$ cat src/rtl/regfile_pkg.sv
// regfile_pkg: shared widths, state encoding and types for the register-file write arbiter
package regfile_pkg;
  localparam int ADDR_WIDTH = 6;
  localparam int DATA_WIDTH = 16;
  localparam int NUM_REGS   = 64;
  localparam logic [ADDR_WIDTH:0] INIT_LAST = (ADDR_WIDTH + 1)'(NUM_REGS - 1);
  typedef enum logic {INIT, RUN} wr_state_t;
  typedef logic [ADDR_WIDTH-1:0] reg_addr_t;
  typedef logic [DATA_WIDTH-1:0] reg_data_t;
endpackage

$ cat src/rtl/rr_arbiter2.sv
// rr_arbiter2: two-way round-robin arbiter; ports Clock_i, Reset_i, Enable_i, Valid_i[1:0] in, Grant_o[1:0] out
module rr_arbiter2 (
  input  logic       Clock_i,
  input  logic       Reset_i,
  input  logic       Enable_i,
  input  logic [1:0] Valid_i,
  output logic [1:0] Grant_o
);
  logic prio_q, prio_d;
  always_comb begin
    Grant_o = !Enable_i ? 2'b00 : &Valid_i ? (prio_q ? 2'b10 : 2'b01) : Valid_i;
    // favour the requester that just lost: granted 0 -> 1, granted 1 -> 0
    prio_d = |Grant_o ? Grant_o[0] : prio_q;
  end
  always_ff @(posedge Clock_i) prio_q <= Reset_i ? 1'b0 : prio_d;
endmodule

$ cat src/rtl/regfile_write_arbiter.sv
// regfile_write_arbiter: zero-initialises the register file, then round-robins its write port between two requesters
// Ports: Clock_i/Reset_i (sync, active-high); Req{0,1}Valid_i/Address_i/Data_i in, Req{0,1}Ready_o out;
//        InitDone_o; RfAddressA_o/RfWriteData_o/RfWriteEnable_o drive RegisterFile port A.
module regfile_write_arbiter
  import regfile_pkg::*;
(
  input  logic                  Clock_i,
  input  logic                  Reset_i,
  input  logic                  Req0Valid_i,
  input  logic [ADDR_WIDTH-1:0] Req0Address_i,
  input  logic [DATA_WIDTH-1:0] Req0Data_i,
  output logic                  Req0Ready_o,
  input  logic                  Req1Valid_i,
  input  logic [ADDR_WIDTH-1:0] Req1Address_i,
  input  logic [DATA_WIDTH-1:0] Req1Data_i,
  output logic                  Req1Ready_o,
  output logic                  InitDone_o,
  output logic [ADDR_WIDTH-1:0] RfAddressA_o,
  output logic [DATA_WIDTH-1:0] RfWriteData_o,
  output logic                  RfWriteEnable_o
);
  wr_state_t state_q, state_d;
  logic [ADDR_WIDTH:0] cnt_q, cnt_d;
  reg_addr_t addr_q, addr_d;
  reg_data_t data_q, data_d;
  logic we_q, we_d, done_q, done_d;
  logic [1:0] grant;
  // Reset gating keeps Ready low in any cycle where Reset is sampled high
  rr_arbiter2 u_arb (
    .Clock_i  (Clock_i),
    .Reset_i  (Reset_i),
    .Enable_i (state_q == RUN && !Reset_i),
    .Valid_i  ({Req1Valid_i, Req0Valid_i}),
    .Grant_o  (grant)
  );
  assign Req0Ready_o     = grant[0];
  assign Req1Ready_o     = grant[1];
  assign InitDone_o      = done_q;
  assign RfAddressA_o    = addr_q;
  assign RfWriteData_o   = data_q;
  assign RfWriteEnable_o = we_q;
  always_comb begin
    state_d = (state_q == INIT && cnt_q == INIT_LAST) ? RUN : state_q;
    cnt_d   = state_q == INIT ? cnt_q + 1'b1 : cnt_q;
    we_d    = state_q == INIT || |grant;
    // with no grant the address/data hold so port A keeps showing the last written register
    addr_d  = state_q == INIT ? cnt_q[ADDR_WIDTH-1:0] : grant[1] ? Req1Address_i : grant[0] ? Req0Address_i : addr_q;
    data_d  = state_q == INIT ? '0 : grant[1] ? Req1Data_i : grant[0] ? Req0Data_i : data_q;
    done_d  = state_q == RUN;
  end
  always_ff @(posedge Clock_i) begin
    if (Reset_i) begin
      state_q <= INIT;
      cnt_q   <= '0;
      addr_q  <= '0;
      data_q  <= '0;
      we_q    <= 1'b0;
      done_q  <= 1'b0;
    end else begin
      state_q <= state_d;
      cnt_q   <= cnt_d;
      addr_q  <= addr_d;
      data_q  <= data_d;
      we_q    <= we_d;
      done_q  <= done_d;
    end
  end
endmodule

$ cat config.mk
export PLATFORM = sky130hd
export DESIGN_NAME = regfile_write_arbiter
export DESIGN_NICKNAME = d
export VERILOG_FILES = /design/src/rtl/regfile_pkg.sv /design/src/rtl/rr_arbiter2.sv /design/src/rtl/regfile_write_arbiter.sv
export SDC_FILE = /design/constraint.sdc
export NUM_CORES = 1
export LEC_CHECK = 0
export CORE_ASPECT_RATIO = 0.8
export CORE_MARGIN = 1.5
export CORE_UTILIZATION = 43
export DETAILED_ROUTE_END_ITERATION = 6
export HOLD_SLACK_MARGIN = 0.03
export PLACE_DENSITY_LB_ADDON = 0.12
export RECOVER_POWER = 100
export SYNTH_ARGS = -nofsm -noshare
export SYNTH_HDL_FRONTEND = slang
export SYNTH_SLANG_ARGS = --single-unit
$ cat constraint.sdc
create_clock -name Clock_i -period 2.8 [get_ports Clock_i]
set_input_delay 0.56 -clock Clock_i [delete_from_list [all_inputs] [get_ports Clock_i]]
set_output_delay 0.56 -clock Clock_i [all_outputs]
set_load 0.03 [all_outputs]
==> results.txt <==
DR vias -> 1353
main combinational cell family by area after synthesis -> compound AO/OA/AOI/OAI gates
# setup viols final -> 0
DR iter-0 viols -> 41
drt first pass iters -> 4
dpl cell area -> 0.00227 mm^2
Clk pwr share -> 42.3%
first-pass GRT wire length -> 6200 um
DRC -> 0
Mapped Nets -> 202
layout cell share with drive strength beyond 1 -> 7.89%
Combinational Power Share -> 12.5%
PwrDens -> 455 mW/mm^2
register bit count reported by yosys -> 33
Post-Synthesis Cells -> 153
Worst Tran Pin Value -> 815 ps
drt total wl -> 3690 um
final instance area -> 0.00235 mm^2
Worst Hold Slack -> 513 ps
unrepaired setup endpoints after global routing -> no
post-route ant nets -> 0
final hold violations -> 0
Worst Setup EP -> Req1Ready_o
largest net degree at the start of global routing -> 43
max cap viols -> 0
H-tree levels -> 2
Power Total -> 1.07 mW
DP Wirelength -> 2790 um
CTS tree -> yes
vias in the first global route -> 1379
Final TNS setup -> 0 ps
reg2reg end -> RfAddressA_o[5]
type of origin of the critical path -> primary input
xor and xnor fraction of the mapped netlist area -> 2.83%
multiplexer share of the synthesized area -> 14.9%
hold_sp -> RfWriteData_o[6]
core area -> 0.00345 mm^2
worst hold path type -> reg2reg
PostCTS Resize Cnt -> 0
Tot GR Track Use -> 19.8%
Site Rows -> 19
Critical Path RT -> 2240 ps
P_sw -> 0.215 mW
area of the multi-input gates -> 766 um^2
reg2reg setup slack -> 1130 ps
Reg power frac -> 45.2%
Util after Layout -> 68.1%
Mapped Avg Cell Area -> 10.1 um^2
status -> finished, final reports clean
Worst Reg2Reg Path Length in Cells -> 5
number of distinct library cells after synthesis -> 34
GR Overflow Total -> 0
hold_buf cts -> 0
I/O Buffers -> 73
Clk pin slew, worst setup/hold paths -> 60 ps
critical path capture point type -> primary output
per-cell routed wire length -> 13.7 um
relative slew slack -> 45.6%
crit path kind -> in2out
Clock Sinks -> 33
Placer Congestion -> 0.779
Initial Util -> 44.9%
Area Growth Syn to Fin -> 51.9%
part of the cycle the worst path needs -> 85.7%
leakage -> 1.05 nW
yosys warns -> 0
die height -> 56.6 um
Worst setup startpoint -> Reset_i
Via density -> 5.01
crit path time final -> 2400 ps
Post-CTS Setup Inserts -> 0
ANT cells -> 0
Cell Area, Synth -> 0.00155 mm^2
worst flop-to-flop path startpoint -> u_arb.prio_q
Filler cells -> 285
f_max -> 0.417 GHz
maximum buffer depth of the clock tree -> 2
Root Driver -> clkbuf_8
Slew Viols, Final -> 0
CP arrival -> 1840 ps
crit-path max FO -> 4
initial antenna violation count -> 0
clk_lat worst skew -> 280 ps
skew final -> 8.26 ps
register area -> 661 um^2
total I/O pin count -> 74
Post-Synth Simple-Gate Area -> 13.6%
Synth Area in Adders -> 0.809%
clock buffer count from CTS -> 5
Final #Nets -> 276
internal power -> 0.853 mW
Sw Ratio -> 20.1%
post-synthesis sequential area ratio -> 42.7%
Synth Area in Compound Gates -> 19.1%
Die X -> 70.1 um
peak supply drop -> 0.358 mV
Die ar. -> 0.00397 mm^2
[cell usage in the layout (no fill, tap or decap), drive strengths merged]
cell type | Yosys | routed
nor3b | 1 | 1
a21oi | 19 | 19
bufinv | 0 | 1
nor3 | 1 | 1
xnor2 | 2 | 2
nor2 | 11 | 11
buf | 9 | 3
a211oi | 10 | 10
or3b | 1 | 1
dlygate4sd3 | 0 | 25
and3 | 2 | 2
nand2 | 3 | 3
clkbuf | 1 | 10
o21ai | 16 | 16
and2 | 2 | 2
nand3 | 2 | 2
nor2b | 2 | 2
ha | 1 | 1
a2bb2oi | 1 | 1
inv | 2 | 2
clkdlybuf4s50 | 0 | 46
dfxtp | 33 | 33
mux2i | 23 | 23
nand2b | 2 | 2
nand4 | 2 | 2
and2b | 3 | 3
o32ai | 1 | 1
xor2 | 3 | 3
[how the worst min path moves through the flow]
| stage | depth (start not counted) | endpoint |
|---|---|---|
| after floorplan | 2 | u_arb.prio_q |
| after global placement | 2 | u_arb.prio_q |
| after detailed placement | 2 | u_arb.prio_q |
| after CTS | 2 | u_arb.prio_q |
| after global routing | 2 | RfWriteData_o[6] |
| final | 2 | RfWriteData_o[6] |
[registers in the layout, indices dropped and copies added (netlist names)]
signal / flops
RfWriteData_o: 16
cnt_q: 7
RfAddressA_o: 6
InitDone_o: 1
RfWriteEnable_o: 1
done_d: 1
u_arb.prio_q: 1
[through the flow]
stage	setup slack (ps)	instances
final	400	270
after global placement	606	262
after floorplan	905	153
after CTS	597	270
after global routing	311	270
after detailed placement	597	262
[cell families after synthesis]
family	after synthesis
buffers and inverters	12
flip-flops	33
adder cells (fa/ha/maj)	1
multiplexers	23
AND/OR/NAND/NOR	32
AO/OA/AOI/OAI	47
XOR/XNOR	5
[synth_stat cells, drive strengths merged]
| cell | number | area (um^2) |
|---|---|---|
| nand3 | 2 | 10.0 |
| ha | 1 | 12.5 |
| o21ai | 16 | 80.1 |
| nor3 | 1 | 5.00 |
| and2 | 2 | 12.5 |
| nand4 | 2 | 12.5 |
| nor3b | 1 | 7.51 |
| a2bb2oi | 1 | 8.76 |
| nor2 | 11 | 65.1 |
| xnor2 | 2 | 17.5 |
| a211oi | 10 | 95.1 |
| and3 | 2 | 12.5 |
| nor2b | 2 | 12.5 |
| or3b | 1 | 8.76 |
| o32ai | 1 | 16.3 |
| nand2b | 2 | 22.5 |
| clkbuf | 1 | 3.75 |
| xor2 | 3 | 26.3 |
| and2b | 3 | 22.5 |
| inv | 2 | 7.51 |
| dfxtp | 33 | 661 |
| a21oi | 19 | 95.1 |
| mux2i | 23 | 230 |
| nand2 | 3 | 18.8 |
| buf | 9 | 82.6 |
[routing by layer]
metal	global-route usage, %	vias up	part of all wire (%)
li1	-	698	-
met1	22.3	598	43
met2	34.1	53	47
met3	7.18	4	8.5
met4	7.97	0	0.87
met5	0	-	0
[power by group through the flow]
| stage | sequential, mW | combinational, mW | clock, mW |
|---|---|---|---|
| 2_1_floorplan | 0.498 | 0.0541 | 0 |
| 3_3_place_gp | 0.493 | 0.136 | 0 |
| 3_5_place_dp | 0.493 | 0.138 | 0 |
| 4_1_cts | 0.482 | 0.139 | 0.461 |
| 5_1_grt | 0.483 | 0.144 | 0.491 |
| 6_report | 0.482 | 0.134 | 0.452 |
[layout make-up]
class | instances | share of cell area (%)
sequential | 33 | 28.1
timing repair buffer | 77 | 31.8
tap | 42 | 2.24
clock buffer | 7 | 3.68
multi-input combinational | 108 | 32.6
inverter | 2 | 0.320
clock inverter | 1 | 1.28
[critical path, stage by stage]
cell and delay (ps):
dlygate4sd3_1 560, nand2b_1 260, nor2_1 140, clkbuf_1 320
No activity file was read; power rests on OpenSTA's default activity.
